$ cat src/rtl/datagen_pkg.sv
// Shared types and default widths for the test-pattern burst sequencer.
// Latency: n/a (declarations only).
// Backpressure: n/a.
package datagen_pkg;

  localparam int DATAGEN_DATA_W = 6;
  localparam int DATAGEN_LEN_W  = 8;
  localparam int DATAGEN_GAP_W  = 8;

  typedef enum logic [1:0] {
    ST_IDLE = 2'd0,
    ST_RUN  = 2'd1,
    ST_GAP  = 2'd2
  } state_t;

endpackage

$ cat src/rtl/datagen_ctrl_if.sv
// Valid/ready pattern stream from the burst sequencer toward the host-transfer path.
// Latency: n/a (wires only).
// Backpressure: sink holds out_ready low; source keeps out_data/out_last stable.
// Ports: out_data/out_valid/out_last (master drives), out_ready (slave drives).
interface datagen_ctrl_if
  import datagen_pkg::*;
#(
  parameter int DATA_W = DATAGEN_DATA_W
);
  logic [DATA_W-1:0] out_data;
  logic              out_valid;
  logic              out_ready;
  logic              out_last;

  modport master (
    output out_data,
    output out_valid,
    output out_last,
    input  out_ready
  );

  modport slave (
    input  out_data,
    input  out_valid,
    input  out_last,
    output out_ready
  );
endinterface

$ cat src/rtl/datagen_ctrl_pattern_cnt.sv
// Wrapping pattern counter with synchronous load and count enable.
// Latency: load/increment visible one cycle after the enabling edge.
// Backpressure: none; the owner gates en with the stream transfer.
// Ports: clk, rst (async active-low), load/load_val, en, q.
module pattern_cnt #(
  parameter int DATA_W = 6
) (
  input  logic              clk,
  input  logic              rst,
  input  logic              load,
  input  logic [DATA_W-1:0] load_val,
  input  logic              en,
  output logic [DATA_W-1:0] q
);

  // Load wins over count so a back-to-back burst restarts cleanly on the
  // same edge that retires the previous last word.
  always_ff @(posedge clk or negedge rst) begin
    if (!rst) begin
      q <= '0;
    end else if (load) begin
      q <= load_val;
    end else if (en) begin
      q <= q + DATA_W'(1);
    end
  end

endmodule

$ cat src/rtl/datagen_ctrl.sv
// Burst sequencer: runs a wrapping pattern counter in bounded bursts from a seed.
// Latency: start sampled at edge N gives out_valid with out_data=seed after edge N; 1 word/cycle.
// Backpressure: out_ready low holds out_data/out_last; all outputs registered (no ready->valid path).
// Ports: clk, rst (async active-low), start/stop, burst_len/gap_len/seed config,
//        dout (stream master: out_data/out_valid/out_ready/out_last), busy, done.
// Build option: DATAGEN_CTRL_REPEAT_EN adds the GAP state and automatic repeat.
module datagen_ctrl
  import datagen_pkg::*;
#(
  parameter int DATA_W = DATAGEN_DATA_W,
  parameter int LEN_W  = DATAGEN_LEN_W,
  parameter int GAP_W  = DATAGEN_GAP_W
) (
  input  logic             clk,
  input  logic             rst,
  input  logic             start,
  input  logic             stop,
  input  logic [LEN_W-1:0] burst_len,
  input  logic [GAP_W-1:0] gap_len,
  input  logic [DATA_W-1:0] seed,
  datagen_ctrl_if.master   dout,
  output logic             busy,
  output logic             done
);

  state_t            state, state_nxt;
  logic              stop_pending, stop_pending_nxt;
  logic [LEN_W-1:0]  word_cnt, word_cnt_nxt;
  logic [LEN_W-1:0]  len_q;
  logic [LEN_W-1:0]  len_nxt;
  logic              latch_cfg;
  logic              cnt_load;
  logic [DATA_W-1:0] cnt_load_val;
  logic [DATA_W-1:0] cnt_q;
  logic              xfer;
  logic              done_nxt;
  logic              valid_q, last_q;
  logic              last_nxt;

`ifdef DATAGEN_CTRL_REPEAT_EN
  logic [GAP_W-1:0]  gap_q;
  logic [GAP_W-1:0]  gap_cnt, gap_cnt_nxt;
  logic [DATA_W-1:0] seed_q;
`else
  // gap_len has no function without repeat mode.
  logic unused_gap;
  assign unused_gap = ^gap_len;
`endif

  assign xfer = valid_q && dout.out_ready;

  // ---------------------------------------------------------------------
  // Next-state logic
  // ---------------------------------------------------------------------
  always_comb begin
    state_nxt        = state;
    stop_pending_nxt = stop_pending;
    word_cnt_nxt     = word_cnt;
    latch_cfg        = 1'b0;
    cnt_load         = 1'b0;
    done_nxt         = 1'b0;
`ifdef DATAGEN_CTRL_REPEAT_EN
    gap_cnt_nxt      = gap_cnt;
    cnt_load_val     = (state == ST_IDLE) ? seed : seed_q;
`else
    cnt_load_val     = seed;
`endif

    case (state)
      ST_IDLE: begin
        if (start && !stop && (burst_len != '0)) begin
          state_nxt    = ST_RUN;
          latch_cfg    = 1'b1;
          cnt_load     = 1'b1;
          word_cnt_nxt = '0;
        end
      end

      ST_RUN: begin
        if (stop) begin
          stop_pending_nxt = 1'b1;
        end
        if (xfer) begin
          if (word_cnt == len_q - LEN_W'(1)) begin
            done_nxt = 1'b1;
`ifdef DATAGEN_CTRL_REPEAT_EN
            // A stop seen on the final transfer cycle counts as pending.
            if (stop_pending || stop) begin
              state_nxt        = ST_IDLE;
              stop_pending_nxt = 1'b0;
            end else if (gap_q == '0) begin
              state_nxt    = ST_RUN;
              cnt_load     = 1'b1;
              word_cnt_nxt = '0;
            end else begin
              state_nxt   = ST_GAP;
              gap_cnt_nxt = gap_q;
            end
`else
            state_nxt        = ST_IDLE;
            stop_pending_nxt = 1'b0;
`endif
          end else begin
            word_cnt_nxt = word_cnt + LEN_W'(1);
          end
        end
      end

`ifdef DATAGEN_CTRL_REPEAT_EN
      ST_GAP: begin
        // gap_cnt counts remaining idle cycles including the current one.
        if (stop) begin
          state_nxt = ST_IDLE;
        end else if (gap_cnt == GAP_W'(1)) begin
          state_nxt    = ST_RUN;
          cnt_load     = 1'b1;
          word_cnt_nxt = '0;
        end else begin
          gap_cnt_nxt = gap_cnt - GAP_W'(1);
        end
      end
`endif

      default: begin
        state_nxt = ST_IDLE;
      end
    endcase

    len_nxt  = latch_cfg ? burst_len : len_q;
    last_nxt = (state_nxt == ST_RUN) && (word_cnt_nxt == len_nxt - LEN_W'(1));
  end

  // ---------------------------------------------------------------------
  // State and registered outputs
  // ---------------------------------------------------------------------
  always_ff @(posedge clk or negedge rst) begin
    if (!rst) begin
      state        <= ST_IDLE;
      stop_pending <= 1'b0;
      word_cnt     <= '0;
      len_q        <= '0;
      valid_q      <= 1'b0;
      last_q       <= 1'b0;
      busy         <= 1'b0;
      done         <= 1'b0;
    end else begin
      state        <= state_nxt;
      stop_pending <= stop_pending_nxt;
      word_cnt     <= word_cnt_nxt;
      valid_q      <= (state_nxt == ST_RUN);
      last_q       <= last_nxt;
      busy         <= (state_nxt != ST_IDLE);
      done         <= done_nxt;
      if (latch_cfg) begin
        len_q <= burst_len;
      end
    end
  end

`ifdef DATAGEN_CTRL_REPEAT_EN
  always_ff @(posedge clk or negedge rst) begin
    if (!rst) begin
      gap_q   <= '0;
      gap_cnt <= '0;
      seed_q  <= '0;
    end else begin
      gap_cnt <= gap_cnt_nxt;
      if (latch_cfg) begin
        gap_q  <= gap_len;
        seed_q <= seed;
      end
    end
  end
`endif

  pattern_cnt #(
    .DATA_W (DATA_W)
  ) u_cnt (
    .clk      (clk),
    .rst      (rst),
    .load     (cnt_load),
    .load_val (cnt_load_val),
    .en       (xfer),
    .q        (cnt_q)
  );

  assign dout.out_data  = cnt_q;
  assign dout.out_valid = valid_q;
  assign dout.out_last  = last_q;

endmodule

$ cat src/flat_wrapper.sv
// flat-port wrapper written by rule: the top's interface ports become plain ports
module datagen_ctrl_flat import datagen_pkg::*;
#(
  parameter int DATA_W = DATAGEN_DATA_W,
  parameter int LEN_W  = DATAGEN_LEN_W,
  parameter int GAP_W  = DATAGEN_GAP_W
)
  (clk, rst, start, stop, burst_len, gap_len, seed, busy, done, dout_out_data, dout_out_valid, dout_out_last, dout_out_ready);
  datagen_ctrl_if #(.DATA_W(DATA_W)) dout_i ();
  input  logic clk;
  input  logic rst;
  input  logic start;
  input  logic stop;
  input  logic [LEN_W-1:0] burst_len;
  input  logic [GAP_W-1:0] gap_len;
  input  logic [DATA_W-1:0] seed;
  output logic busy;
  output logic done;
  output wire logic [$bits(dout_i.out_data)-1:0] dout_out_data;
  output wire logic [$bits(dout_i.out_valid)-1:0] dout_out_valid;
  output wire logic [$bits(dout_i.out_last)-1:0] dout_out_last;
  input wire logic [$bits(dout_i.out_ready)-1:0] dout_out_ready;
  assign dout_out_data = dout_i.out_data;
  assign dout_out_valid = dout_i.out_valid;
  assign dout_out_last = dout_i.out_last;
  assign dout_i.out_ready = dout_out_ready;
  datagen_ctrl #(.DATA_W(DATA_W), .LEN_W(LEN_W), .GAP_W(GAP_W)) u_core (.clk(clk), .rst(rst), .start(start), .stop(stop), .burst_len(burst_len), .gap_len(gap_len), .seed(seed), .dout(dout_i), .busy(busy), .done(done));
endmodule
$ cat config.mk
export PLATFORM = sky130hd
export DESIGN_NAME = datagen_ctrl_flat
export DESIGN_NICKNAME = d
export VERILOG_FILES = /design/src/rtl/datagen_pkg.sv /design/src/rtl/datagen_ctrl_if.sv /design/src/rtl/datagen_ctrl_pattern_cnt.sv /design/src/rtl/datagen_ctrl.sv /design/src/flat_wrapper.sv
export SDC_FILE = /design/constraint.sdc
export NUM_CORES = 1
export LEC_CHECK = 0
export BUFFER_PORTS_ARGS = -buffer_cell sky130_fd_sc_hd__buf_2
export CORE_MARGIN = 4
export CORE_UTILIZATION = 40
export DETAILED_ROUTE_END_ITERATION = 16
export GPL_TIMING_DRIVEN = 0
export PLACE_DENSITY_LB_ADDON = 0.2
export REMOVE_ABC_BUFFERS = 1
export SLEW_MARGIN = 40
export SYNTH_ARGS = -nofsm -noshare
export SYNTH_HDL_FRONTEND = slang
export SYNTH_SLANG_ARGS = --single-unit
$ cat constraint.sdc
create_clock -name clk -period 3.6 [get_ports clk]
set_input_delay 0.18 -clock clk [delete_from_list [all_inputs] [get_ports clk]]
set_output_delay 0.18 -clock clk [all_outputs]
set_load 0.1 [all_outputs]
# After elaboration in Yosys (flattened, before gate mapping)
# Index checks and enable logic that the tools add are counted.
[totals] ff_bits=28 latch_bits=0 ram_bits=0 mem_bits_ro=0 out_inout_bits=10 wordCells=41 n_memories=0
[op_classes] n_addsub=4 multipliers=0 div_mod_pow=0 order_cmp=0 eq_ne=4 shifts=0 n_mux=16 bitwise_logic=0 n_reduce_logical=9
[ops] cell="$mux 8" n=4
[ops] cell="$eq 8x8->1" n=2
[ops] cell="$pmux 8 s2" n=1
[ops] cell="$sub 8x1->8 const B" n=2
[ops] cell="$mux 6" n=2
[ops] cell="$add 8x1->8 const B" n=1
[ops] cell="$reduce_bool 8->1" n=1
[ops] cell="$add 6x1->6 const B" n=1
[ops] cell="$mux 2" n=3
[ops] cell="$mux 1" n=5
[ops] cell="$eq 2x1->1 const B" n=2
[ops] cell="$logic_and 1x1->1" n=4
[ops] cell="$pmux 2 s2" n=1
[ops] cell="$reduce_bool 2->1" n=2
[ops] cell="$logic_not 2->1" n=1
[ops] cell="$logic_not 1->1" n=1

# Longest topological paths before layout
[logic_depth] ltp_word=9 depth_mapped=13

# Cells and area by module
# A second synthesis with hierarchy kept.
[hier_totals] hier_cells=226 area_unflattened_um2=1998.2
[modules_own_cells] mod="datagen_ctrl" n_inst=1 cells_each=192 area_each_um2=1671.6
[modules_own_cells] mod="pattern_cnt" n_inst=1 cells_each=34 area_each_um2=326.6

# Least setup slack after synthesis
# OpenSTA, ideal clock, no wires.
[synth_timing] kind="register -> register" from="register u_core.state[0]" to="register u_core.last_q (netlist: u_core.dout.out_last)" setup_ns=0.128 arrival_ns=2.980 t_required_ns=3.472 path_slack_ns=0.492 path_stages_with_launch=13 path_buffers=2 path_cell_list="dfrtp_1 or4b_1 a31o_2 clkbuf_1 buf_2 a21boi_0 ha_1 nor4b_1 a31oi_1 xnor2_1 or3_1 nand4_1 nor4_2"
[synth_between] elab_chain_len=6
[synth_rtl] item="start: declaration" line="datagen_ctrl.sv:26" source="state_t state, state_nxt;"
[synth_rtl] item="start signal: assignment" line="datagen_ctrl.sv:147" source="state <= state_nxt;"
[synth_rtl] item="$logic_not 2->1" line="datagen_ctrl.sv:69" source="case (state)"
[synth_rtl] item="$mux 1" line="datagen_ctrl.sv:69"
[synth_rtl] item="$mux 8"
[synth_rtl] item="$sub 8x1->8" line="datagen_ctrl.sv:130" source="last_nxt = (state_nxt == ST_RUN) && (word_cnt_nxt == len_nxt - LEN_W'(1));"
[synth_rtl] item="$eq 8x8->1" line="datagen_ctrl.sv:130"
[synth_rtl] item="$logic_and 1x1->1 *" line="datagen_ctrl.sv:130"
[synth_rtl] item="net u_core.last_nxt" line="datagen_ctrl.sv:38" source="logic last_nxt;"
[synth_rtl] item="end signal: assignment" line="datagen_ctrl.sv:151" source="last_q <= last_nxt;"
[synth_rtl] item="end: declaration" line="datagen_ctrl.sv:37" source="logic valid_q, last_q;"
# Mark *: on every way through the listed nets, which the timed path passes. The rest lies on a longest branch.
# A chain may end at the register's enable or synchronous reset.

# Worst setup path in the final report
# Ends and elaborated chain as after synthesis.

==> flow_summary.yaml <==
run_status:
  outcome: "finished, final reports clean"
detailed_routing:
  num_vias: 1782
  viasPerCell: 5.38
  postRouteAntennaNets: 0
  finalWirelength_um: 5070
  post-route-drc-count: 0
  drt-initial-drc-count: 73
  wire_per_inst_um: 15.3
  firstDrtPassIters: 4
sta:
  tightestPinTransition_ps: 820
  finalCritPeriodShare: 0.894
  slew_viol_final: 0
  hold_viol: 0
  slew_headroom: 0.449
  min_period_ps: 3220
  timing.fmax_mhz: 311
  finalSetupViolCount: 0
  rsz0062_at_grt: "no"
  finClkSkew_ps: 7.71
min_path:
  min_from: "seed[4]"
  min_path_cells: 3
  hp-class: "in -> reg"
  whs_endpoint: "u_core.u_cnt.q[4]"
critical_path:
  cpMaxStageDelayCell: "or4b_1"
  crit_fanout: 22
  reg2reg_from: "u_core.state[0]"
  cp_data_arrival_time_ps: 3400
  r2r_cells: 10
  cpPeakStageDelay_ps: 710
  start_kind: "flip-flop"
  worstReg2RegEnd: "u_core.dout.out_last"
  crit_chain: "or4b_1 -> a31o_4 -> a21boi_1 -> ha_1 -> nor4b_1 -> a31oi_1 -> xnor2_1 -> or3_1 -> nand4_1 -> nor4_2"
  crit_type: "reg -> reg"
  crit_required_ps: 3790
  endpoint_kind: "flip-flop"
  ff2ff_setup_slack_ps: 380
global_routing:
  antenna_found_initial: 0
  grt.overflow.total: 0
  first_global_vias: 1663
  grt_pass1_wl_um: 8510
  grt_max_degree: 29
  grt_usage: 0.176
floorplanning:
  core_region_area_mm2: 0.00485
  rows: 25
  fp.dieH_um: 79.6
  dieWidth_um: 79.6
  initial_core_util: 0.423
  die_area_mm2: 0.00634
  io_pins: 37
final_layout:
  n_antenna_cell: 0
  drive_gt1_frac: 0.205
  nNetsFinal: 296
  instances_no_fill: 331
  final_util: 0.484
  nFillCells: 495
  syn2layout_area_growth_pct: 14.4
synth:
  synthesis.area_mm2: 0.00205
  postSynthAreaPerCell_um2: 8.66
  yosys.cell_types.count: 57
  syn_inst: 237
  synth_ff_type: "dfrtp_1"
  yosys_warnings: 0
  async_flop_share: 1.00
  yosys.area.top_type: "dfrtp_1"
  synth-edff-count: 0
  ys_top_cells_by_area: "dfrtp_1 34%, nand2_1 7.3%, xnor2_1 6.0%, xor2_1 5.5%, nor2_1 3.8%"
  ys_ff_latch: 28
  synth_seq_area_share: 0.341
  synth_top_area_frac: 0.341
clock_tree:
  numCtsBuffers: 3
  h-tree-depth: 1
  cts_sinks: 28
  cts-root-buf: "clkbuf_8"
  clk_pin_slew_ps: 100
  clk_path_buf_depth: 2
  cts_tree: "done"
  worstSkewPairLatency_ps: 280
power:
  power_density_mw_per_mm2: 551
  vdd_drop_max_mv: 0.297
  power_leakage_nw: 0.998
placement:
  dp_hpwl_um: 3540
  portBuffers: 28
  dp_cells: 323
  gp_congestion: 0.825
job:
  drv_cap: 0
## timing repair
action | in CTS | in global routing
setup endpoints to repair | 1 | 1
hold endpoints to repair | 28 | 0
pin swaps | 0 | 0
resized for setup | 0 | 2
buffers inserted | 0 | 2
gates cloned | 1 | 0
hold buffers | 1 | 0
## per-stage QoR
step | setup TNS [ps] | instance area, um^2 | worst slack (ps) | total power, mW | hold slack (ps)
final | 0 | 2350 | 383 | 1.29 | 109
after global placement | -331 | 2210 | -331 | 1.04 | 247
after CTS | 0 | 2310 | 136 | 1.30 | 106
after detailed placement | 0 | 2220 | 72.4 | 1.04 | 242
after floorplan | 0 | 1990 | 379 | 0.921 | -116
after global routing | 0 | 2350 | 102 | 1.38 | 113
## cell type report
type                    count  area (um^2)  area share
clock buffers               3         41.3      0.0176
clock inverters             1         30.0      0.0128
inverters                  12         45.0      0.0192
multi-input cells         189         1280       0.546
flip-flops and latches     28          701       0.298
well taps                  67         83.8      0.0357
repair buffers             31          165      0.0703
## registers in the layout, summed over array words and instances (netlist names)
signal / flops
u_core.busy: 1
u_core.done: 1
u_core.dout.out_last: 1
u_core.dout.out_valid: 1
u_core.len_q: 8
u_core.state: 2
u_core.u_cnt.q: 6
u_core.word_cnt: 8
## worst max-delay path, delay by kind of cell (launching register included)
kind | cells | cell delay, ps
compound gates | 3 | 690
xor+xnor | 1 | 220
fa+ha+maj | 1 | 320
flops | 1 | 420
simple gates | 5 | 1480
## power by group
part / total [mW] / internal, mW / switching, mW
sequential: 0.447 / 0.367 / 0.0809
combinational: 0.596 / 0.180 / 0.415
clock: 0.252 / 0.149 / 0.103
## cells in the mapped netlist, drive strengths merged (2+ instances only)
cell,count
o31a,3
xor2,13
dfrtp,28
a21oi,8
ha,4
mux2i,7
o21a,3
clkbuf,5
nand3,5
nor3,3
nand2,40
nor4,6
a211o,2
xnor2,14
or3,3
nor2,21
a31oi,6
a211oi,4
and2,3
buf,3
o31ai,2
o21ai,15
or2,2
nand4,6
inv,12
## routing by layer
metal	vias to the layer above	GRT usage	wire, um
met1	847	0.252	2490
met4	0	0.0515	75
met2	41	0.280	2240
met3	6	0.0158	266
li1	888	-	-
met5	-	0	0
## how the worst max path moves through the flow
| stage | from | end | slack, ps | cells after the start |
|---|---|---|---|---|
| final | u_core.state[0] | u_core.dout.out_last | 380 | 10 |
| after CTS | u_core.state[0] | u_core.dout.out_last | 140 | 10 |
| after floorplan | u_core.state[0] | u_core.dout.out_last | 380 | 10 |
| after global routing | u_core.state[0] | u_core.dout.out_last | 100 | 10 |
| after global placement | u_core.state[0] | u_core.dout.out_last | -330 | 11 |
| after detailed placement | u_core.state[0] | u_core.dout.out_last | 70 | 10 |
## kinds of logic after synthesis
group | synth area share
flip-flops | 0.341
other | 0.00183
multiplexers | 0.0414
adder cells (fa/ha/maj) | 0.0244
XOR/XNOR | 0.115
AND/OR/NAND/NOR | 0.230
AO/OA/AOI/OAI | 0.191
buffers and inverters | 0.0542
## cell usage in the layout, fill, tap and decap left out, drive strengths merged, types with 2 or more instances in the layout
cell,netlist,routed
and2,3,3
nor2,21,21
or2,2,2
a21oi,8,8
nor4,6,6
nand3,5,5
o31a,3,3
o21a,3,3
ha,4,4
nor3,3,3
xnor2,14,14
o21ai,15,15
buf,3,30
mux2i,7,7
xor2,13,13
nand4,6,6
a211oi,4,4
clkbuf,5,3
or3,3,3
nand2,40,40
a31oi,6,7
a211o,2,2
dfrtp,28,28
inv,12,12
o31ai,2,2
Note: power is estimated with default switching activity, not from simulation.
